===== src/rtl/nios2_oci_dct_capture.sv =====
// Debug-trace capture: detects dct_count frame changes and queues {count, data[, timestamp]} in a FWFT FIFO.
// Optional feature macro: NIOS2_OCI_DCT_CAPTURE_TIMESTAMP_EN appends a 16-bit free-running timestamp.
module nios2_oci_dct_capture #(
  parameter int DATA_W = 30,
  parameter int CNT_W  = 4,
  parameter int DEPTH  = 8,
`ifdef NIOS2_OCI_DCT_CAPTURE_TIMESTAMP_EN
  localparam int ENTRY_W = CNT_W + DATA_W + 16,
`else
  localparam int ENTRY_W = CNT_W + DATA_W,
`endif
  localparam int AW    = $clog2(DEPTH),
  localparam int LVL_W = $clog2(DEPTH) + 1
) (
  input  logic               clk,
  input  logic               reset,
  input  logic [DATA_W-1:0]  dct_buffer,
  input  logic [CNT_W-1:0]   dct_count,
  input  logic               test_ending,
  input  logic               test_has_ended,
  output logic [ENTRY_W-1:0] out_data,
  output logic               out_valid,
  input  logic               out_ready,
  output logic [LVL_W-1:0]   level,
  output logic               overflow,
  output logic [15:0]        frames,
  output logic               done
);

  typedef enum logic [1:0] {RUN, FLUSH, DONE} state_t;

  state_t             state, state_nxt;
  logic [CNT_W-1:0]   prev_count;
  logic [ENTRY_W-1:0] mem [DEPTH];
  logic [AW-1:0]      wr_ptr, rd_ptr;
  logic               empty, full, frame_det, push, pop;
  logic [ENTRY_W-1:0] entry;

`ifdef NIOS2_OCI_DCT_CAPTURE_TIMESTAMP_EN
  logic [15:0] ts;

  always_ff @(posedge clk) begin
    if (reset) ts <= '0;
    else       ts <= ts + 16'd1;
  end

  assign entry = {dct_count, dct_buffer, ts};
`else
  assign entry = {dct_count, dct_buffer};
`endif

  always_comb begin
    empty     = (level == '0);
    full      = (level == LVL_W'(DEPTH));
    out_valid = !empty && (state != DONE);
    done      = (state == DONE);
    pop       = out_valid && out_ready;
    frame_det = (state == RUN) && (dct_count != prev_count);
    // A frame coinciding with test_has_ended would be discarded by the flush anyway.
    push      = frame_det && !test_has_ended && (!full || pop);
    out_data  = mem[rd_ptr];

    state_nxt = state;
    case (state)
      RUN:     if (test_ending) state_nxt = FLUSH;
      FLUSH:   if (empty)       state_nxt = DONE;
      DONE:    state_nxt = DONE;
      default: state_nxt = RUN;
    endcase
    if (test_has_ended) state_nxt = DONE;
  end

  always_ff @(posedge clk) begin
    if (reset) begin
      state      <= RUN;
      prev_count <= '0;
      wr_ptr     <= '0;
      rd_ptr     <= '0;
      level      <= '0;
      overflow   <= 1'b0;
      frames     <= '0;
    end else begin
      state      <= state_nxt;
      prev_count <= dct_count;
      if (test_has_ended) begin
        wr_ptr <= '0;
        rd_ptr <= '0;
        level  <= '0;
      end else begin
        if (push) wr_ptr <= wr_ptr + AW'(1);
        if (pop)  rd_ptr <= rd_ptr + AW'(1);
        case ({push, pop})
          2'b10:   level <= level + LVL_W'(1);
          2'b01:   level <= level - LVL_W'(1);
          default: level <= level;
        endcase
        if (frame_det && !push) overflow <= 1'b1;
      end
      if (push && frames != 16'hFFFF) frames <= frames + 16'd1;
    end
  end

  always_ff @(posedge clk) begin
    if (!reset && push) mem[wr_ptr] <= entry;
  end

endmodule


===== config.mk =====
export PLATFORM = sky130hd
export DESIGN_NAME = nios2_oci_dct_capture
export DESIGN_NICKNAME = d
export VERILOG_FILES = /design/src/rtl/nios2_oci_dct_capture.sv
export SDC_FILE = /design/constraint.sdc
export NUM_CORES = 1
export LEC_CHECK = 0
export ABC_CLOCK_PERIOD_IN_PS = 6200
export CORE_UTILIZATION = 50
export CTS_CLUSTER_DIAMETER = 80
export DETAILED_ROUTE_END_ITERATION = 10
export HOLD_SLACK_MARGIN = 0.15
export PLACE_DENSITY_LB_ADDON = 0.05
export SLEW_MARGIN = 20
export SYNTH_ARGS = -nofsm -noshare
export SYNTH_HDL_FRONTEND = slang
export SYNTH_SLANG_ARGS = --single-unit

===== constraint.sdc =====
create_clock -name clk -period 6.2 [get_ports clk]
set_input_delay 0.93 -clock clk [delete_from_list [all_inputs] [get_ports clk]]
set_output_delay 0.93 -clock clk [all_outputs]
set_load 0.01 [all_outputs]

==> impl_metrics.py <==
metrics = {
    "clock_tree": {
        "cts_root_buffer": "clkbuf_16",
        "hold_buffers": 0,
        "worstSkewPairLatency_ns": 0.54,
        "htreeDepth": 1,
        "tritoncts": "built",
        "clock-sinks": 308,
        "postCtsSetupRepairBufs": 0,
        "ctsResizeCount": 0,
        "cts_buffers": 31,
        "clk_pin_slew_worst_paths_ns": 0.06,
        "cts_max_path_buffers": 3,
    },
    "power_and_ir_drop": {
        "combPwrFrac": 0.046,
        "power.leakage_nw": 4.568,
        "seq_power_share": 0.522,
        "irDropWorstVdd_mv": 0.2195,
        "total_power_mw": 4.381,
        "pwr-share-clk": 0.432,
        "p_int_mw": 3.539,
        "p_sw_frac": 0.1922,
        "p_switching_uw": 842.2,
        "p_per_area_nw_per_um2": 301.9,
    },
    "die": {
        "initial_core_util": 0.5109,
        "coreArea_um2": 23540,
        "die_area_um2": 24680,
        "die_y_um": 157.1,
        "fp.dieW_um": 157.1,
        "ios": 96,
        "num_rows": 56,
    },
    "finish": {
        "finalNetCount": 769,
        "mostFrequentLayoutCells": "272 x edfxtp_1, 95 x clkdlybuf4s50_1, 68 x mux4_2, 37 x mux2_2, 33 x dfxtp_1",
        "n_fill_cell": 1720,
        "final_common_cell": "edfxtp_1",
        "multiInputGateArea_um2": 3038,
        "layout-drive-gt1-share": 0.2500,
        "synthToLayoutAreaGrowth_pct": 20.65,
        "seq_area_um2": 8897,
        "finalInstanceArea_um2": 14510,
    },
    "setup_path": {
        "required_ns": 5.27,
        "cp_max_fo": 31,
        "reg2reg_depth": 8,
        "worst-setup-path-type": "reg2out",
        "r2r-start": "state[0]",
        "start_kind": "flop",
        "reg2reg_slack_ns": 3.50,
        "worstReg2RegEnd": "mem[7][33]",
        "crit_path_end_kind": "output pin",
        "arrival_ns": 2.99,
        "endpoint": "out_data[28]",
    },
    "yosys": {
        "seq_area_frac_synth": 0.7389,
        "netlist_area_um2": 12030,
        "syn_inst": 602,
        "synthFlopType": "edfxtp_1",
        "synth-seq-cells": 308,
        "syn_nets": 651,
        "synth_area_leaders": "edfxtp_1 68%, mux4_2 13%, dfxtp_1 6.0%, mux2_2 3.5%, ha_1 0.94%",
        "async_reset_ff_frac": 0,
        "avgSynthCellArea_um2": 19.98,
        "synth.largest_area_cell": "edfxtp_1",
        "synth_top_area_share": 0.6790,
        "yosys_warnings": 0,
        "ys_types": 42,
        "synth_edf_count": 272,
    },
    "sta": {
        "min_period_ns": 3.922,
        "report.final.slew_viol_count": 0,
        "finalSetupViolCount": 0,
        "max-slew-margin-rel": 0.2737,
        "timing.final.crit_share": 0.6326,
        "worstMarginPinSlew_ns": 1.089,
        "fmax_mhz": 255.0,
        "finalSetupTns_ns": 0,
        "rsz0062_at_grt": "no",
        "hold_violations": 0,
        "whs_ns": 0.5237,
        "skew_ns": 0.008664,
    },
    "place": {
        "place_congestion": 0.7477,
        "dpl.hpwl_um": 13210,
        "placed_area_um2": 13470,
        "port_buffers": 95,
    },
    "worst_hold_path": {
        "hp-class": "reg2reg",
        "hold_start": "frames[15]",
    },
    "outcome": {
        "status": "finished clean",
    },
    "global_routing": {
        "grt_max_degree": 69,
        "grt_usage": 0.1900,
        "grt_overflow": 0,
        "grt_pass1_vias": 6311,
        "antenna_found_initial": 1,
        "grt_pass1_wl_um": 35080,
    },
    "drt": {
        "avgRoutedWirePerCell_um": 21.04,
        "num_vias": 5922,
        "wirelength_um": 22390,
        "dr.pass1.iters": 5,
        "drtIter0Drc": 286,
        "via_per_inst": 5.566,
        "postRouteAntennaNets": 0,
        "drc": 0,
    },
    "job": {
        "cap_violations": 0,
    },
}
## final cells by class
cell class                      instances  share of cell area
Antenna cell                            1           0.0001724
Clock buffer                           36             0.05475
Clock inverter                         21             0.01724
Inverter                               12            0.003104
Multi-Input combinational cell        254              0.2093
Sequential cell                       308              0.6131
Tap cell                              319             0.02750
Timing Repair Buffer                  113             0.07483
## routing by layer
| metal | GRT usage | up-vias | share of wire |
|---|---|---|---|
| met5 | 0 | - | 0.00058 |
| met2 | 0.3291 | 129 | 0.51 |
| met1 | 0.2515 | 3075 | 0.43 |
| met3 | 0.03304 | 30 | 0.043 |
| li1 | - | 2686 | - |
| met4 | 0.04485 | 2 | 0.017 |
## flip-flops by register name (all words and copies together) (netlist names), named ones only
name and flops:
frames 16, level 4, mem 272, overflow 1, prev_count 4, rd_ptr 3, state 2, wr_ptr 3
## power groups by stage
stage,sequential (mW),combinational (mW),clock [mW]
6_report,2.29,0.202,1.89
5_1_grt,2.29,0.220,2.00
4_1_cts,2.29,0.206,1.93
3_5_place_dp,2.33,0.205,0
3_3_place_gp,2.33,0.199,0
2_1_floorplan,2.33,0.103,0
## worst min path at each step
| stage | to | slack [ns] | cells after the start |
|---|---|---|---|
| after floorplan | wr_ptr[1] | 0.48 | 2 |
| after detailed placement | frames[7] | 0.52 | 2 |
| after global placement | frames[5] | 0.49 | 2 |
| after CTS | frames[7] | 0.53 | 2 |
| final | frames[15] | 0.52 | 2 |
| after global routing | frames[5] | 0.55 | 2 |
## stage by stage
stage / instances / utilization / setup WS (ns)
3_3_place_gp: 1006 / 0.5720 / 2.536
4_1_cts: 1063 / 0.6163 / 2.154
5_1_grt: 1063 / 0.6163 / 2.078
2_1_floorplan: 602 / - / 0.4225
6_report: 1064 / 0.6164 / 2.278
3_5_place_dp: 1006 / 0.5720 / 2.408
## kinds of logic after synthesis
family,after synthesis,synth area share
flip-flops,308,0.7389
multiplexers,111,0.1669
AND/OR/NAND/NOR,92,0.04150
buffers and inverters,40,0.01342
AO/OA/AOI/OAI,26,0.01540
XOR/XNOR,15,0.01279
adder cells (fa/ha/maj),10,0.01103
## synth_stat cells, drive strengths merged, types with 3 or more instances
library cell	instances
nand2	14
o31ai	5
inv	12
and3	3
dfxtp	36
nor3	3
clkbuf	17
buf	11
nor2b	7
xor2	9
a21oi	11
or3	3
or4	6
edfxtp	272
nand3	8
xnor2	6
mux2i	6
nand4	5
mux2	37
nor4b	3
nor4	9
o21ai	3
ha	9
mux4	68
nor2	25
## worst max-delay path, stage by stage (launching register included)
cell             delay [ns]
dfxtp_4                0.50
buf_4                  0.57
mux4_2                 0.58
mux2_2                 0.30
clkdlybuf4s50_1        0.50
Power figures use the tool's default switching activity.
